## src/rtl/uart_aes_pkg.sv

```systemverilog
// rtl/uart_aes_pkg.sv - shared block sizes, state encodings and byte-select helper for the UART/AES framer
package uart_aes_pkg;

  localparam int BLOCK_BYTES = 16;
  localparam int BLOCK_BITS  = 128;

  typedef enum logic {
    RX_COLLECT = 1'b0,
    RX_HOLD    = 1'b1
  } rx_state_t;

  typedef enum logic [1:0] {
    TX_IDLE = 2'd0,
    TX_SEND = 2'd1,
    TX_WAIT = 2'd2
  } tx_state_t;

  // Byte idx of a block, counted from the MSB end (idx 0 = [127:120]); ~idx == 15-idx
  function automatic logic [7:0] block_byte(input logic [BLOCK_BITS-1:0] blk,
                                            input logic [3:0] idx);
    return blk[{~idx, 3'b000} +: 8];
  endfunction

endpackage

```

## src/rtl/uart_aes_byte_ser.sv

```systemverilog
// rtl/uart_aes_byte_ser.sv - serialises a 128-bit result into 16 UART transmit strobes, MSB byte first
module uart_aes_byte_ser
  import uart_aes_pkg::*;
(
  input  logic                  clk,
  input  logic                  rst_n,
  input  logic                  res_valid,
  input  logic [BLOCK_BITS-1:0] res_data,
  output logic                  res_ready,
  output logic                  tx_dv,
  output logic [7:0]            tx_byte,
  input  logic                  tx_active,
  input  logic                  tx_done
);

  tx_state_t             state, state_nxt;
  logic [3:0]            idx;
  logic [BLOCK_BITS-1:0] res_q;
  logic [7:0]            byte_q;
  logic [7:0]            cur_byte;
  logic                  started;
  logic                  capture, fire, advance, finish;

  assign cur_byte  = block_byte(res_q, idx);
  assign res_ready = (state == TX_IDLE) && started;
  assign tx_dv     = fire;
  // The strobe cycle shows the fresh byte; afterwards the registered copy holds it stable
  assign tx_byte   = fire ? cur_byte : byte_q;

  // State register
  always_ff @(posedge clk or negedge rst_n) begin
    if (!rst_n) state <= TX_IDLE;
    else        state <= state_nxt;
  end

  // Next-state and strobe decode; i_TX_Done arriving in IDLE is ignored
  always_comb begin
    state_nxt = state;
    capture   = 1'b0;
    fire      = 1'b0;
    advance   = 1'b0;
    finish    = 1'b0;
    case (state)
      TX_IDLE: begin
        if (res_valid && started) begin
          capture   = 1'b1;
          state_nxt = TX_SEND;
        end
      end
      TX_SEND: begin
        if (!tx_active) begin
          fire      = 1'b1;
          state_nxt = TX_WAIT;
        end
      end
      TX_WAIT: begin
        if (tx_done) begin
          if (idx == 4'd15) begin
            finish    = 1'b1;
            state_nxt = TX_IDLE;
          end else begin
            advance   = 1'b1;
            state_nxt = TX_SEND;
          end
        end
      end
      default: state_nxt = TX_IDLE;
    endcase
  end

  // Result capture, byte index and last-sent byte; started keeps ready low until after reset release
  always_ff @(posedge clk or negedge rst_n) begin
    if (!rst_n) begin
      started <= 1'b0;
      idx     <= 4'd0;
      res_q   <= '0;
      byte_q  <= 8'd0;
    end else begin
      started <= 1'b1;
      if (capture) begin
        res_q <= res_data;
        idx   <= 4'd0;
      end else if (advance) begin
        idx <= idx + 4'd1;
      end else if (finish) begin
        idx <= 4'd0;
      end
      if (fire) byte_q <= cur_byte;
    end
  end

endmodule

```

## src/rtl/uart_aes_framer.sv

```systemverilog
// rtl/uart_aes_framer.sv - packs UART bytes into 128-bit AES blocks and unpacks results; optional timeout under FRAMER_TIMEOUT_EN
module uart_aes_framer #(
  parameter int BYTE_TIMEOUT = 21700
) (
  input  logic         i_Clk,
  input  logic         i_Rst_L,
  input  logic         i_RX_DV,
  input  logic [7:0]   i_RX_Byte,
  output logic         o_Blk_Valid,
  output logic [127:0] o_Blk_Data,
  input  logic         i_Blk_Ready,
  input  logic         i_Res_Valid,
  input  logic [127:0] i_Res_Data,
  output logic         o_Res_Ready,
  output logic         o_TX_DV,
  output logic [7:0]   o_TX_Byte,
  input  logic         i_TX_Active,
  input  logic         i_TX_Done,
  output logic         o_Overrun
);

  import uart_aes_pkg::*;

  rx_state_t             rx_state, rx_state_nxt;
  logic [3:0]            rx_count;
  logic [3:0]            wr_idx;
  logic [BLOCK_BITS-1:0] blk_data;
  logic                  overrun_q;
  logic                  blk_hs, rx_take, rx_drop, rx_timeout;

  assign blk_hs      = (rx_state == RX_HOLD) && i_Blk_Ready;
  // A byte taken during the HOLD handshake starts the next block at position 0
  assign wr_idx      = (rx_state == RX_HOLD) ? 4'd0 : rx_count;
  assign o_Blk_Valid = (rx_state == RX_HOLD);
  assign o_Blk_Data  = blk_data;
  assign o_Overrun   = overrun_q;

  // RX state register
  always_ff @(posedge i_Clk or negedge i_Rst_L) begin
    if (!i_Rst_L) rx_state <= RX_COLLECT;
    else          rx_state <= rx_state_nxt;
  end

  // RX next-state: take bytes while collecting, drop them while a block waits unaccepted
  always_comb begin
    rx_state_nxt = rx_state;
    rx_take      = 1'b0;
    rx_drop      = 1'b0;
    case (rx_state)
      RX_COLLECT: begin
        if (i_RX_DV) begin
          rx_take = 1'b1;
          if (rx_count == 4'd15) rx_state_nxt = RX_HOLD;
        end
      end
      RX_HOLD: begin
        if (blk_hs) begin
          rx_state_nxt = RX_COLLECT;
          rx_take      = i_RX_DV;
        end else begin
          rx_drop = i_RX_DV;
        end
      end
      default: rx_state_nxt = RX_COLLECT;
    endcase
  end

  // Block assembly, byte count and overrun pulse
  always_ff @(posedge i_Clk or negedge i_Rst_L) begin
    if (!i_Rst_L) begin
      rx_count  <= 4'd0;
      blk_data  <= '0;
      overrun_q <= 1'b0;
    end else begin
      overrun_q <= rx_drop;
      if (rx_take) begin
        blk_data[{~wr_idx, 3'b000} +: 8] <= i_RX_Byte;
        rx_count                         <= wr_idx + 4'd1;
      end else if (blk_hs || rx_timeout) begin
        rx_count <= 4'd0;
      end
    end
  end

`ifdef FRAMER_TIMEOUT_EN
  localparam int TW = $clog2(BYTE_TIMEOUT + 1);
  logic [TW-1:0] to_cnt;

  assign rx_timeout = (rx_state == RX_COLLECT) && (rx_count != 4'd0) && !i_RX_DV &&
                      (to_cnt == TW'(BYTE_TIMEOUT - 1));

  // Idle-gap counter: runs only while a partial block is pending, cleared by every received byte
  always_ff @(posedge i_Clk or negedge i_Rst_L) begin
    if (!i_Rst_L) begin
      to_cnt <= '0;
    end else if (i_RX_DV || rx_timeout || (rx_state != RX_COLLECT) || (rx_count == 4'd0)) begin
      to_cnt <= '0;
    end else begin
      to_cnt <= to_cnt + TW'(1);
    end
  end
`else
  logic unused_timeout;
  assign unused_timeout = ^BYTE_TIMEOUT;
  assign rx_timeout     = 1'b0;
`endif

  uart_aes_byte_ser u_byte_ser (
    .clk       (i_Clk),
    .rst_n     (i_Rst_L),
    .res_valid (i_Res_Valid),
    .res_data  (i_Res_Data),
    .res_ready (o_Res_Ready),
    .tx_dv     (o_TX_DV),
    .tx_byte   (o_TX_Byte),
    .tx_active (i_TX_Active),
    .tx_done   (i_TX_Done)
  );

endmodule

```

## config.mk

```make
export PLATFORM = sky130hd
export DESIGN_NAME = uart_aes_framer
export DESIGN_NICKNAME = d
export VERILOG_FILES = /design/src/rtl/uart_aes_pkg.sv /design/src/rtl/uart_aes_byte_ser.sv /design/src/rtl/uart_aes_framer.sv
export SDC_FILE = /design/constraint.sdc
export NUM_CORES = 1
export LEC_CHECK = 0
export ABC_AREA = 1
export BUFFER_PORTS_ARGS = -buffer_cell sky130_fd_sc_hd__buf_2
export CORE_UTILIZATION = 40
export DETAILED_ROUTE_END_ITERATION = 8
export GPL_ROUTABILITY_DRIVEN = 0
export PLACE_DENSITY = 0.62
export SLEW_MARGIN = 40
export SYNTH_ARGS = -nofsm -noshare
export SYNTH_HDL_FRONTEND = slang
export SYNTH_SLANG_ARGS = --single-unit
```

## constraint.sdc

```tcl
create_clock -name i_Clk -period 6.14 [get_ports i_Clk]
set_input_delay 0.614 -clock i_Clk [delete_from_list [all_inputs] [get_ports i_Clk]]
set_output_delay 0.614 -clock i_Clk [all_outputs]
set_load 0.1 [all_outputs]
```

==> flow_summary_export.csv <==
group,metric,value,unit
synthesis,avgSynthCellArea,7.871,um2
synthesis,synth_cell_types,31,
clocking,cts_buffers,31,
timing,min_period,3.674,ns
worst_setup_path,end_kind,"primary output",
timing,min_period_over_period,0.5984,
global_route,grt_overflow,0,
synthesis,synthArstFlopShare,1.000,
synthesis,synthTopCellsByArea,"dfrtp_1 56%, nand2_1 24%, nand3_1 5.2%",
worst_hold_path,worstHoldPathType,"input port to flop",
global_route,grt_max_degree,119,
global_route,grt.total_usage,0.2395,
synthesis,synth-edff-count,0,
routing,drtPass1Iterations,7,
routing,wl_per_cell,17.01,um
timing,finalSetupViolCount,0,
timing,slew_violations,0,
global_route,grt_pass1_wl,59580,um
floorplan,io_pins,283,
routing,ant_nets,0,
clocking,cts_setup_buffers,0,
clocking,insertion_delay,0.55,ns
synthesis,synthesis.area,12480,um2
cells_and_area,fill_cells,3054,
clocking,htreeDepth,1,
timing,final.setup.tns,0,ns
global_route,grt_pass1_vias,10760,
global_route,antenna_found_initial,2,
timing,tightest_slew,0.8311,ns
routing,route.detailed.drc,0,
cells_and_area,post-route-util,0.4953,
timing,relSlewSlack,0.4460,
worst_setup_path,cp.arrival,3.06,ns
timing,grt_setup_unrepaired,"no",
floorplan,die_h,178.7,um
clocking,cts.path.max_buffers,3,
routing,vias,11300,
synthesis,synth_top_area_frac,0.5553,
cells_and_area,fin_nets,1982,
worst_setup_path,worstSetupPathType,"flop to primary output",
placement,dp_hpwl,27210,um
synthesis,ys_warn_count,0,
routing,vias_per_cell,5.006,
clocking,clock-sinks,277,
run_status,status,"finished, final reports clean",
synthesis,synth-seq-cells,277,
routing,drtIter0Drc,879,
floorplan,core.rowCount,64,
clocking,root_buffer,"clkbuf_16",
floorplan,start_util,0.4070,
clocking,clkTransAtPathRegs,0.06,ns
synthesis,netlist_instances,1586,
clocking,tritoncts,"done",
routing,drt_wl_total,38420,um
placement,io_buffers,282,
worst_setup_path,cp-start-kind,"flop",
synthesis,yosysMostFrequentCell,"nand2_1",
worst_setup_path,path_max_fanout,18,
synthesis,ys.flop_type,"dfrtp_1",
synthesis,yosys.area.top_type,"dfrtp_1",
floorplan,die_area,31920,um2
run,max_cap_violations,0,
timing,hold_violations,0,
floorplan,die_x,178.7,um
timing,fmax,272.2,MHz
floorplan,coreArea,30670,um2
cells_and_area,final_cells,2258,
cells_and_area,multiInputGateArea,4992,um2
placement,dp_cells,2196,
cells_and_area,drive_gt1_frac,0.2039,
timing,worst_clock_skew,0.008677,ns
cells_and_area,area_delta_synth_final,21.69,%
cells_and_area,regArea,6933,um2
synthesis,ys_seq_area_frac,0.5553,
synthesis,yosys-top-cells-count,"795 x nand2_1, 277 x dfrtp_1, 130 x nand3_1",
worst_setup_path,crit_required,5.53,ns
synthesis,syn-num-nets,1733,
[stage by stage]
| stage | area, um2 | worst slack (ns) | hold slack, ns |
|---|---|---|---|
| floorplan | 12480 | 2.158 | 0.3184 |
| global placement | 14120 | 3.089 | 0.4540 |
| detailed placement | 14130 | 3.088 | 0.4553 |
| CTS | 15140 | 2.506 | 0.1272 |
| global route | 15190 | 2.240 | 0.2516 |
| finish | 15190 | 2.466 | 0.2591 |
[state kept, by name (all words and copies together), names as in the netlist]
register and cells:
o_Blk_Data 128, u_byte_ser.idx 4, o_Overrun 1, u_byte_ser.byte_q 8, rx_count 4, u_byte_ser.started 1
o_Blk_Valid 1, u_byte_ser.res_q 128, u_byte_ser.state 2
[layout by cell type (no fill, tap or decap), types with 16 or more instances in the layout]
master,Yosys,layout
nand2_1,795,794
buf_2,27,281
dfrtp_1,277,276
nand3_1,130,130
nor2_1,82,82
o21ai_0,69,69
inv_1,47,45
clkbuf_16,0,31
nand4_1,21,21
o21ai_1,19,19
a21oi_1,16,16
[timing repair]
| item | 4_1_cts | 5_1_grt |
|---|---|---|
| hold endpoints to repair | 0 | 18 |
| hold buffers | 0 | 1 |
| gates resized for setup | 0 | 0 |
[layer usage]
metal / part of all wire / vias up / global-route usage / wire, um
met2: 0.48 / 407 / 0.3984 / 18410
li1: - / 5501 / - / -
met1: 0.42 / 5334 / 0.3168 / 16100
met5: 0 / - / 0 / 0
met4: 0.027 / 0 / 0.06709 / 1032
met3: 0.075 / 61 / 0.04771 / 2874
[critical path: stages, from the launching register on]
cell      delay (ns)
dfrtp_1         0.41
clkinv_1        0.47
nor2_2          0.66
a21oi_1         0.15
nand3_1         0.10
nand3_1         0.09
nand2_1         0.18
buf_2           0.45
[final timing paths]
check / startpoint / endpoint / slack, ns / cells past startpoint
max in group asynchronous: i_Rst_L / o_Blk_Data[127]$_DFFE_PN0P_ / 4.71 / 3
hold / removal: i_Res_Data[124] / u_byte_ser.res_q[124]$_DFFE_PN0P_ / 0.26 / 3
hold reg to reg: o_Blk_Data[71]$_DFFE_PN0P_ / o_Blk_Data[71]$_DFFE_PN0P_ / 0.47 / 2
setup reg to reg: o_Blk_Valid$_DFF_PN0_ / o_Blk_Data[33]$_DFFE_PN0P_ / 3.11 / 9
setup / recovery: u_byte_ser.idx[2]$_DFFE_PN0P_ / o_TX_Byte[0] / 2.47 / 7
min in group asynchronous: i_Rst_L / u_byte_ser.res_q[35]$_DFFE_PN0P_ / 0.50 / 2
[cell families (layout without fill, tap and decap cells)]
logic type | count (synthesis) | count (layout) | share of synthesized area
and+or+nand+nor | 1059 | 1059 | 0.3488
DFF | 277 | 277 | 0.5553
buffers and inverters | 133 | 406 | 0.04540
AOI/OAI and AO/OA | 110 | 110 | 0.04480
adders and majority gates | 4 | 4 | 0.004009
xor gates and xnor gates | 2 | 2 | 0.001403
other | 1 | 4 | 0.0003004
[area by class of cell]
type,count,share of cell area
Sequential cell,277,0.4564
Multi-Input combinational cell,1176,0.3286
Timing Repair Buffer,290,0.1003
Clock buffer,47,0.06161
Tap cell,396,0.03262
Inverter,59,0.01483
Clock inverter,10,0.005107
Antenna cell,3,0.0004942
Power is not shown: default switching activity piles up to over one toggle a cycle in this logic, so the estimate is an artifact.
